`src/rtl/bcd_timer_pkg.sv`:
```
// Shared types and constants for the mm:ss BCD timer.
package bcd_timer_pkg;

   typedef logic [3:0] digit_t;

   localparam digit_t DIG_MAX = 4'd9;
   localparam digit_t TEN_MAX = 4'd5;

   localparam logic DIR_UP = 1'b0;
   localparam logic DIR_DN = 1'b1;

endpackage

```
`src/rtl/bcd_timer_pair.sv`:
```
// Two-digit BCD counter, tens digit 0..HI_MAX, units 0..9, with up/down step.
module bcd_pair
   import bcd_timer_pkg::*;
#(
   parameter digit_t HI_MAX = TEN_MAX
) (
   input  logic   clk,
   input  logic   rst,
   input  logic   up,
   input  logic   dn,
   output digit_t hi,
   output digit_t lo,
   output logic   at_max,
   output logic   at_min,
   output logic   nxt_zero
);

   digit_t hi_n;
   digit_t lo_n;

   assign at_max = (hi == HI_MAX) && (lo == DIG_MAX);
   assign at_min = (hi == '0) && (lo == '0);

   always_comb begin
      hi_n = hi;
      lo_n = lo;
      if (up) begin
         if (at_max) begin
            hi_n = '0;
            lo_n = '0;
         end else if (lo == DIG_MAX) begin
            lo_n = '0;
            hi_n = hi + 4'd1;
         end else begin
            lo_n = lo + 4'd1;
         end
      end else if (dn) begin
         if (at_min) begin
            hi_n = HI_MAX;
            lo_n = DIG_MAX;
         end else if (lo == '0) begin
            lo_n = DIG_MAX;
            hi_n = hi - 4'd1;
         end else begin
            lo_n = lo - 4'd1;
         end
      end
   end

   // lets the parent register its zero flag alongside the digits
   assign nxt_zero = (hi_n == '0) && (lo_n == '0);

   always_ff @(posedge clk) begin
      if (rst) begin
         hi <= '0;
         lo <= '0;
      end else begin
         hi <= hi_n;
         lo <= lo_n;
      end
   end

endmodule

```
`src/rtl/bcd_timer.sv`:
```
// mm:ss BCD up/down timer with tick prescaling, pause and field adjust.
module bcd_timer
   import bcd_timer_pkg::*;
#(
   parameter int MIN10_MAX    = 5,
   parameter int SEC_DIV      = 2,
   parameter int ADJ_DIV      = 1,
   parameter bit STOP_AT_ZERO = 1'b1
) (
   input  logic       clk,
   input  logic       rst,
   input  logic       tick,
   input  logic       pause,
   input  logic       adj,
   input  logic       sel,
   input  logic       down,
   output logic [3:0] m10,
   output logic [3:0] m1,
   output logic [2:0] s10,
   output logic [3:0] s1,
   output logic       zero,
   output logic       wrap,
   output logic       done
);

   localparam int SW = (SEC_DIV > 1) ? $clog2(SEC_DIV) : 1;
   localparam int AW = (ADJ_DIV > 1) ? $clog2(ADJ_DIV) : 1;
   localparam logic [SW-1:0] SEC_LAST = SW'(SEC_DIV - 1);
   localparam logic [AW-1:0] ADJ_LAST = AW'(ADJ_DIV - 1);

   logic [SW-1:0] sec_pre;
   logic [AW-1:0] adj_pre;
   logic   run, adjust, sec_step, adj_step;
   logic   hold, up_step, dn_step, one;
   logic   s_up, s_dn, m_up, m_dn;
   logic   s_max, s_min, s_nz, m_max, m_min, m_nz;
   logic   wrap_n, done_n;
   digit_t s10_d, s1_d, m10_d, m1_d;

   assign run      = !pause && !adj;
   assign adjust   = !pause && adj;
   assign sec_step = run && tick && (sec_pre == SEC_LAST);
   assign adj_step = adjust && tick && (adj_pre == ADJ_LAST);

   assign hold    = STOP_AT_ZERO && s_min && m_min;
   assign up_step = sec_step && (down == DIR_UP);
   assign dn_step = sec_step && (down == DIR_DN) && !hold;

   // adjust steps one field only, never carrying into the other
   assign s_up = up_step || (adj_step && sel);
   assign s_dn = dn_step;
   assign m_up = (up_step && s_max) || (adj_step && !sel);
   assign m_dn = dn_step && s_min;

   assign one    = m_min && (s10_d == '0) && (s1_d == 4'd1);
   assign wrap_n = (up_step && s_max && m_max)
                || (dn_step && s_min && m_min);
   assign done_n = dn_step && one;

   bcd_pair #(.HI_MAX(TEN_MAX)) u_sec (
      .clk      (clk),
      .rst      (rst),
      .up       (s_up),
      .dn       (s_dn),
      .hi       (s10_d),
      .lo       (s1_d),
      .at_max   (s_max),
      .at_min   (s_min),
      .nxt_zero (s_nz)
   );

   bcd_pair #(.HI_MAX(digit_t'(MIN10_MAX))) u_min (
      .clk      (clk),
      .rst      (rst),
      .up       (m_up),
      .dn       (m_dn),
      .hi       (m10_d),
      .lo       (m1_d),
      .at_max   (m_max),
      .at_min   (m_min),
      .nxt_zero (m_nz)
   );

   always_ff @(posedge clk) begin
      if (rst) begin
         sec_pre <= '0;
         adj_pre <= '0;
         zero    <= 1'b1;
         wrap    <= 1'b0;
         done    <= 1'b0;
      end else begin
         zero <= s_nz && m_nz;
         wrap <= wrap_n;
         done <= done_n;
         if (adjust) begin
            sec_pre <= '0;
            if (tick)
               adj_pre <= adj_step ? '0 : adj_pre + 1'b1;
         end else if (run) begin
            adj_pre <= '0;
            if (tick)
               sec_pre <= sec_step ? '0 : sec_pre + 1'b1;
         end
      end
   end

   assign m10 = m10_d;
   assign m1  = m1_d;
   assign s10 = s10_d[2:0];
   assign s1  = s1_d;

endmodule
```
`config.mk`:
```
export PLATFORM = sky130hd
export DESIGN_NAME = bcd_timer
export DESIGN_NICKNAME = d
export VERILOG_FILES = /design/src/rtl/bcd_timer_pkg.sv /design/src/rtl/bcd_timer_pair.sv /design/src/rtl/bcd_timer.sv
export SDC_FILE = /design/constraint.sdc
export NUM_CORES = 1
export LEC_CHECK = 0
export ABC_AREA = 1
export CORE_MARGIN = 10
export CORE_UTILIZATION = 25
export DETAILED_ROUTE_END_ITERATION = 10
export SYNTH_ARGS = -nofsm -noshare
export SYNTH_HDL_FRONTEND = slang
export SYNTH_HIERARCHICAL = 1
export SYNTH_SLANG_ARGS = --single-unit
```
`constraint.sdc`:
```
create_clock -name clk -period 2.9 [get_ports clk]
set_input_delay 0.58 -clock clk [delete_from_list [all_inputs] [get_ports clk]]
set_output_delay 0.58 -clock clk [all_outputs]
set_load 0.01 [all_outputs]
```
# --- Word-level counts from Yosys, hierarchy flattened ---
# Cells that the tools add are included.
word_totals:
  inputBits: 7
  ff_bits: 21
  rom_bits: 0
  latchBits: 0
  wordCells: 101
  mem_count: 0
  out_inout_bits: 18
  mem_bits_rw: 0
op_classes:
  shifts: 0
  div: 0
  addsub: 10
  reduce_logical: 45
  order_cmp: 0
  bitwise_logic: 2
  mux: 29
  eq_ne: 6
  mul: 0
op_table:
  columns: ["operator", "n"]
  rows:
  - ["$mux W4", 24]
  - ["$logic_not A4 Y1", 8]
  - ["$logic_and A1 B1 Y1", 26]
  - ["$add A4 B1 Y4 const B", 4]
  - ["$sub A4 B1 Y4 const B", 4]
  - ["$eq A4 B3 Y1 const B", 2]
  - ["$eq A4 B4 Y1 const B", 2]
  - ["$mux W1", 5]
  - ["$eq A4 B1 Y1 const B", 1]
  - ["$logic_not A1 Y1", 4]
  - ["$reduce_and A2 Y1", 2]
  - ["$logic_or A1 B1 Y1", 3]
  - ["$add A1 B1 Y1 const B", 2]
  - ["$ne A2 B2 Y1 const B", 1]
  - ["$not A1 Y1", 2]
  - ["$reduce_bool A2 Y1", 1]
  - ["$reduce_or A2 Y1", 1]

# --- Logic depth before layout (Yosys ltp) ---
# Gate-level depths: netlist of run 1.
depth:
  word_depth: 12
  mapped_depth: 21
  ltp_nobuf: 21

# --- Modules after synthesis ---
# Netlist of run 1, hierarchy kept.
by_module_without_submodules:
  columns: ["mod", "seq_area_each_um2", "area_each_um2", "cells_each", "n_inst"]
  rows:
  - ["bcd_pair", 160.2, 784.5, 128, 2]
  - ["bcd_timer", 100.1, 312.8, 50, 1]

# --- Worst setup path before layout of run 1 ---
# Ideal clock, no wire load.
synth_timing:
  kind: "register to register"
  startpoint: "register u_sec.hi[0]"
  endpoint: "register zero"
  arrival_time_ns: 2.202
  synth_period_minus_slack_ns: 2.260
  n_path_buf: 0
  slack_ns: 0.640
  path_stages_with_launch: 22
  required_time_ns: 2.842
  setup_time_ns: 0.058
  path_cell_list: "dfxtp_1 inv_1 ha_1 nand3_1 nor2_1 nand2_1 inv_1 nor2_1 nand2_2 nor2_2 nand2_1 inv_1 nand3_1 nand2_1 nand3_1 nand2_1 nand2_1 nor2_1 nand2_1 nor2_2 nand2_1 nand2_1"
synth_between:
  elab_chain_cells: 11
  word_cells_on_any_way: 33
  cone_classes: "add/sub (2); eq/ne (1); mux (14); reduce/logical (16)"
synth_rtl:
  columns: ["item", "line", "rtl"]
  rows:
  - ["from (decl)", "bcd_timer_pair.sv:11", "output digit_t hi,"]
  - ["from (signal assigned)", "bcd_timer_pair.sv:58", "hi <= hi_n;"]
  - ["$logic_not A4 Y1 *", "bcd_timer_pair.sv:22", "assign at_min = (hi == '0) && (lo == '0);"]
  - ["$logic_and A1 B1 Y1 *", "bcd_timer_pair.sv:22", null]
  - ["via s_min", "bcd_timer.sv:36", "logic s_max, s_min, s_nz, m_max, m_min, m_nz;"]
  - ["$logic_and A1 B1 Y1", "bcd_timer.sv:45", "assign hold = STOP_AT_ZERO && s_min && m_min;"]
  - ["$logic_not A1 Y1", "bcd_timer.sv:47", "assign dn_step = sec_step && (down == DIR_DN) && !hold;"]
  - ["$logic_and A1 B1 Y1", "bcd_timer.sv:47", null]
  - ["$logic_and A1 B1 Y1 *", "bcd_timer.sv:53", "assign m_dn = dn_step && s_min;"]
  - ["via m_dn", "bcd_timer.sv:35", "logic s_up, s_dn, m_up, m_dn;"]
  - ["$mux W4", "bcd_timer_pair.sv:37", "end else if (dn) begin"]
  - ["$mux W4", "bcd_timer_pair.sv:27", "if (up) begin"]
  - ["$logic_not A4 Y1", "bcd_timer_pair.sv:51", "assign nxt_zero = (hi_n == '0) && (lo_n == '0);"]
  - ["$logic_and A1 B1 Y1 *", "bcd_timer_pair.sv:51", null]
  - ["via m_nz", "bcd_timer.sv:36", null]
  - ["$logic_and A1 B1 Y1 *", "bcd_timer.sv:92", "zero <= s_nz && m_nz;"]
  - ["to (signal assigned)", "bcd_timer.sv:92", null]
  - ["to (decl)", "bcd_timer.sv:21", "output logic zero,"]
# Mark *: on every way through the listed nets, which the timed path passes. The rest lies on a longest branch.
# A chain may end at the register's enable or synchronous reset.

# --- Worst setup path after layout of run 1 ---
layout_timing:
  startpoint: "input adj"
  endpoint: "register zero"
layout_between:
  word_cells_on_any_way: 31
  cone_classes: "mux (8); reduce/logical (23)"
layout_lines:
  columns: ["item", "line", "rtl"]
  rows:
  - ["from (decl)", "bcd_timer.sv:14", "input logic adj,"]
  - ["$logic_not A1 Y1", "bcd_timer.sv:40", "assign run = !pause && !adj;"]
  - ["$logic_and A1 B1 Y1", "bcd_timer.sv:40", null]
  - ["$logic_and A1 B1 Y1 (2 in a row)", "bcd_timer.sv:42", "assign sec_step = run && tick && (sec_pre == SEC_LAST);"]
  - ["$logic_and A1 B1 Y1", "bcd_timer.sv:46", "assign up_step = sec_step && (down == DIR_UP);"]
  - ["$logic_and A1 B1 Y1", "bcd_timer.sv:52", "assign m_up = (up_step && s_max) || (adj_step && !sel);"]
  - ["$logic_or A1 B1 Y1 *", "bcd_timer.sv:52", null]
  - ["via m_up", "bcd_timer.sv:35", null]
  - ["$mux W4", "bcd_timer_pair.sv:27", null]
  - ["$logic_not A4 Y1", "bcd_timer_pair.sv:51", null]
  - ["$logic_and A1 B1 Y1 *", "bcd_timer_pair.sv:51", null]
  - ["via m_nz", "bcd_timer.sv:36", null]
  - ["$logic_and A1 B1 Y1 *", "bcd_timer.sv:92", null]
# Marked as above.

==> results.cfg, run 1 <==
[run_status]
status = completed

[timing]
fin_worst_skew_ns = 0.00393
setup_tns_ns = 0
worst_pin_slew_ns = 0.433
finalCritPeriodShare_pct = 84.7
fmaxAchievable_ghz = 0.407
finalHoldViolations = 0
finalMaxSlewViolations = 0
period_needed_ns = 2.46
relSlewSlack_pct = 71.1
rsz0062_at_grt = no
final-setup-viol-count = 0

[clocking]
cts_root_buf = clkbuf_8
cts.sinks = 21
cts-buffers-inserted = 3
cts_tree = yes
cts_resized = 0
cts_setup_buffers = 0
ctsHoldBuffers = 0
clk_latency_ns = 0.26
cts_max_level = 1
clk_path_buf_depth = 2
clk_pin_slew_ns = 0.08

[routing]
routed_wl_mm = 4.85
detail-route-antenna-nets = 0
drc = 0
detail_route.wl_per_cell_microns = 11.1
via_count = 1916
drt_iter0_drc = 104
vias_per_cell = 4.39
dr.pass1.iters = 4

[global_routing]
grt_max_degree = 13
first_global_vias = 1877
grt_pass1_wl_mm = 8.71
antenna_found_initial = 0
grt.overflow.total = 0
grt_usage_pct = 8.94

[floorplanning]
die_h_microns = 107
rows = 31
design.portCount = 25
coreArea_sq_um = 7290
start_util_pct = 25.8
dieArea_sq_um = 11400
die_w_microns = 107

[synthesis]
synth_nets = 321
seq_area_frac_synth_pct = 22.3
yosysWarnings = 6
syn_inst = 306
synthesis.area_sq_um = 1880
post_synth.cell_area_avg_sq_um = 6.15
yosys_register_bits = 21
ys_types = 27

[setup_path]
critPathArrivalTime_ns = 2.62
criticalPathCategory = in2reg
cp.required_ns = 3.06
worstSetupEndpointType = flop
worstPathMaxFanout = 8
start_kind = input port

[place]
dp_hpwl_mm = 3.94
io_buffers = 24
gp_congestion = 0.847
dpl.cell_count = 432

[min_path]
hp-class = reg2reg

[cells_and_area]
nets = 353
areaGrowthSynthToFinish_pct = 24.1
final_common_cell = nand2_1
multi_input_area_sq_um = 1260
antenna_cells = 0
seqCellArea_sq_um = 420
drive_above_1_share_pct = 16.9
fill_cells = 822
finalNonFillerCells = 436
layout_common_cells = 82 x nand2_1, 41 x inv_1, 39 x nor2_1

[flow_run]
cap_viol_max_count = 0

[power]
power_uw = 582
p_leak_nw = 1.06
p_per_area_nw_per_um2 = 249
vdd_drop_max_uv = 107
-- critical path, stage by stage --
cell,delay (ns)
clkdlybuf4s50_1,0.49
nor2_4,0.17
nand4_1,0.18
o21ai_2,0.36
inv_1,0.18
nor2_2,0.22
nand3_1,0.13
nand2_1,0.09
nor2_1,0.04
nand2_1,0.06
nor2_2,0.03
nand2_1,0.05
nand2_1,0.04
-- path summary, 6_finish.rpt --
| path | startpoint | to | slack, ns | depth (start not counted) |
|---|---|---|---|---|
| max | adj | zero | 0.44 | 13 |
| min | adj_pre | adj_pre | 0.45 | 2 |
| max reg2reg | u_sec/hi[0] | zero | 0.58 | 17 |
| min reg2reg | adj_pre | adj_pre | 0.45 | 2 |
-- layout make-up --
type	instances	area share, %
multi-input combinational	233	54.1
sequential	21	18.0
timing repair buffer	33	13.2
inverter	46	7.40
tap	99	5.31
clock buffer	3	1.77
clock inverter	1	0.214
-- power by group --
group	switching [mW]	internal [mW]
Clock	0.0994	0.0959
Combinational	0.0523	0.0366
Sequential	0.00477	0.293
Total	0.156	0.425
-- Yosys cell counts --
master	instances	area [sq um]
nand2_1	82	308
inv_1	41	154
nor2_1	39	146
nand3_1	26	130
dfxtp_1	21	420
a21oi_1	14	70.1
nor2_2	10	62.6
nor2_4	9	101
ha_1	8	100
nand2_2	7	43.8
nand4_1	7	43.8
inv_2	5	18.8
a21oi_2	4	35.0
o21ai_0	4	20.0
o21ai_1	4	20.0
xnor2_1	4	35.0
nand3_2	3	30.0
nor3_2	3	30.0
buf_1	2	7.51
buf_2	2	10.0
clkbuf_1	2	7.51
nand3_4	2	35.0
o211ai_1	2	15.0
xor2_1	2	17.5
nor3_1	1	5.00
o21ai_2	1	8.76
or2_0	1	6.26
-- routing by layer --
metal	part of all wire (%)	global-route usage (%)	vias up	wire length, microns
met2	47	15.7	39	2290
met5	0	0	-	0
met1	45	10.5	855	2200
met3	6.4	2.16	4	309
met4	0.87	2.61	0	42
li1	-	-	1018	-
-- stage by stage --
step / area, sq um / hold WS, ns / util, % / setup slack [ns]
floorplan: 1880 / 0.427 / - / 0.640
global placement: 2290 / 0.451 / 31.4 / 0.110
detailed placement: 2290 / 0.443 / 31.4 / 0.167
CTS: 2330 / 0.454 / 32.0 / 0.442
global route: 2330 / 0.474 / 32.0 / 0.220
finish: 2330 / 0.454 / 32.0 / 0.444
-- kinds of logic after synthesis --
group	count (synthesis)	synth area share [%]
and+or+nand+nor	190	50.1
adders and majority gates	8	5.32
buffers and inverters	52	10.5
DFF	21	22.3
AOI/OAI and AO/OA	29	8.98
xor gates and xnor gates	6	2.79
-- state kept, by name, indices dropped and copies added (netlist names) --
signal,count
u_min/hi,4
u_min/lo,4
u_sec/hi,4
u_sec/lo,4
adj_pre,1
done,1
sec_pre,1
wrap,1
zero,1
Note: power is estimated with default switching activity, not from simulation.
==> inputs of run 2 (changes only) <==
==> constraint.sdc (replaced) <==
create_clock -name clk -period 2 [get_ports clk]
set_input_delay 0.4 -clock clk [delete_from_list [all_inputs] [get_ports clk]]
set_output_delay 0.4 -clock clk [all_outputs]
set_load 0.01 [all_outputs]
==> run 2 against run 1 <==
Net effect: the flow now finishes with violations (negative setup slack); clock power grew 52%; critical path type is now reg2reg; count of clock-buffer cells in the layout rose by 1; power up 57%; sequential share of layout area shrank 3.7 points; register-to-register slack lost 0.68 ns.
==> results.cfg, run 2 (same netlist as run 1, synthesis figures left out) <==
[min_path]
hp-class = reg2reg

[floorplanning]
die_h_microns = 107
die_w_microns = 107
rows = 31
start_util_pct = 25.8
design.portCount = 25
dieArea_sq_um = 11400
coreArea_sq_um = 7290

[setup_path]
regToRegSetupSlack_ns = -0.1
criticalPathCategory = reg2reg
endpoint = zero
r2r_end = zero
worstPathMaxFanout = 6
worstSetupEndpointType = flop
startpoint = u_min/hi[1]
cpMostUsedCell = nand2_1
cp_num_buf_inv = 3
r2r_start = u_min/hi[1]
crit_family = simple AND/OR/NAND/NOR gates
cp.required_ns = 2.21
slowest_delay_ns = 0.36
critPathArrivalTime_ns = 2.31
rr_worst_depth = 21
path_cells = inv_4, ha_4, nand3_4, nor2_4, nand2_1, inv_1, nor2_2, nand2_2, nor2_4, nand2_2, inv_2, nand3_1, nand2_1, nand3_2, nand2_2, nand2_1, nor2_2, nand2_1, nor2_2, nand2_1, nand2_1
start_kind = flop
cp.depth = 21
critPathSlowestCell = dfxtp_4

[global_routing]
grt.overflow.total = 0
grt_usage_pct = 9.98
antenna_found_initial = 0
grt_max_degree = 15
grt_pass1_wl_mm = 9.56
first_global_vias = 2085

[timing]
whs_ns = 0.459
worst_slack_ns = -0.0965
finalHoldViolations = 0
worst_pin_slew_ns = 0.256
fmaxAchievable_ghz = 0.477
period_needed_ns = 2.10
rsz0062_at_grt = yes
finalCritPeriodShare_pct = 105
relSlewSlack_pct = 82.9
fin_worst_skew_ns = 0.00447
final-setup-viol-count = 2
finalMaxSlewViolations = 0

[routing]
drt_iter0_drc = 144
vias_per_cell = 4.36
detail_route.wl_per_cell_microns = 11.6
detail-route-antenna-nets = 0
via_count = 2217
dr.pass1.iters = 4
drc = 0
routed_wl_mm = 5.87

[cells_and_area]
seqCellArea_sq_um = 440
layout_common_cells = 80 x buf_4, 78 x nand2_1, 31 x inv_1
areaGrowthSynthToFinish_pct = 63.4
final_util_pct = 42.2
final_common_cell = buf_4
antenna_cells = 0
multi_input_area_sq_um = 1430
nets = 425
drive_above_1_share_pct = 41.3
fill_cells = 750

[clocking]
ctsHoldBuffers = 0
cts.sinks = 21
cts_root_buf = clkbuf_8
cts_max_level = 1
cts_tree = yes
clk_path_buf_depth = 2
clk_latency_ns = 0.27
cts-buffers-inserted = 3
clk_pin_slew_ns = 0.08

[place]
io_buffers = 24
dp_hpwl_mm = 4.56
dp_slack_ns = -0.384
gp_congestion = 0.888

[power]
p_per_area_nw_per_um2 = 298
vdd_drop_max_uv = 114
p_leak_nw = 1.46

[flow_run]
cap_viol_max_count = 0

[run_status]
violations = negative setup slack
status = finished with violations
run 2: tightest hold or removal path, delay by kind of cell (launching register included):
family	cells	cell delay, ns
flops	1	0.32
simple gates	2	0.10
run 2: where the power goes:
part / internal (mW) / total [mW] / switching [mW]
logic: 0.0954 / 0.193 / 0.0981
registers: 0.421 / 0.426 / 0.00578
clock network: 0.142 / 0.296 / 0.154
total: 0.658 / 0.916 / 0.257
run 2: final cells by class:
cell class | instances | share of cell area [%]
flip-flops and latches | 21 | 14.3
clock buffers | 4 | 1.46
inverters | 46 | 5.86
multi-input cells | 233 | 46.6
well taps | 99 | 4.03
repair buffers | 105 | 27.7
run 2: per-layer routing:
metal,vias up,wire length (microns),track usage (%)
li1,1161,-,-
met1,997,2430,11.5
met2,50,3060,18.3
met3,9,291,1.98
met4,0,86,2.71
met5,-,0,0
run 2: repair_timing:
action,4_1_cts,5_1_grt
pin swaps,14,14
resized for setup,16,29
endpoints found under the setup margin,4,12
setup buffers,7,5
run 2: through the flow:
step | total power [mW] | std cells | cell area, sq um | TNS, ns
final | 0.916 | 508 | 3080 | -0.103
after global routing | 0.969 | 508 | 3080 | -0.715
after CTS | 0.920 | 503 | 2940 | -0.0887
after detailed placement | 0.602 | 492 | 2780 | -3.02
after global placement | 0.600 | 492 | 2780 | -2.65
after floorplan | 0.517 | 306 | 1920 | 0
run 2: how the worst min path moves through the flow:
stage | start | endpoint | slack (ns) | cells past startpoint
2_1_floorplan | adj_pre | adj_pre | 0.43 | 2
3_3_place_gp | adj_pre | adj_pre | 0.44 | 2
3_5_place_dp | adj_pre | adj_pre | 0.45 | 2
4_1_cts | adj_pre | adj_pre | 0.46 | 2
5_1_grt | adj_pre | adj_pre | 0.48 | 2
6_report | adj_pre | adj_pre | 0.46 | 2
==> inputs of run 3 (changes only) <==
--- a/config.mk
+++ b/config.mk
@@ -9,6 +9,7 @@
 export CORE_MARGIN = 10
 export CORE_UTILIZATION = 25
 export DETAILED_ROUTE_END_ITERATION = 10
+export SKIP_LAST_GASP = 1
 export SYNTH_ARGS = -nofsm -noshare
 export SYNTH_HDL_FRONTEND = slang
 export SYNTH_HIERARCHICAL = 1
==> results of run 3 <==
No change in the layout: final DEF, timing and power equal those of run 2.
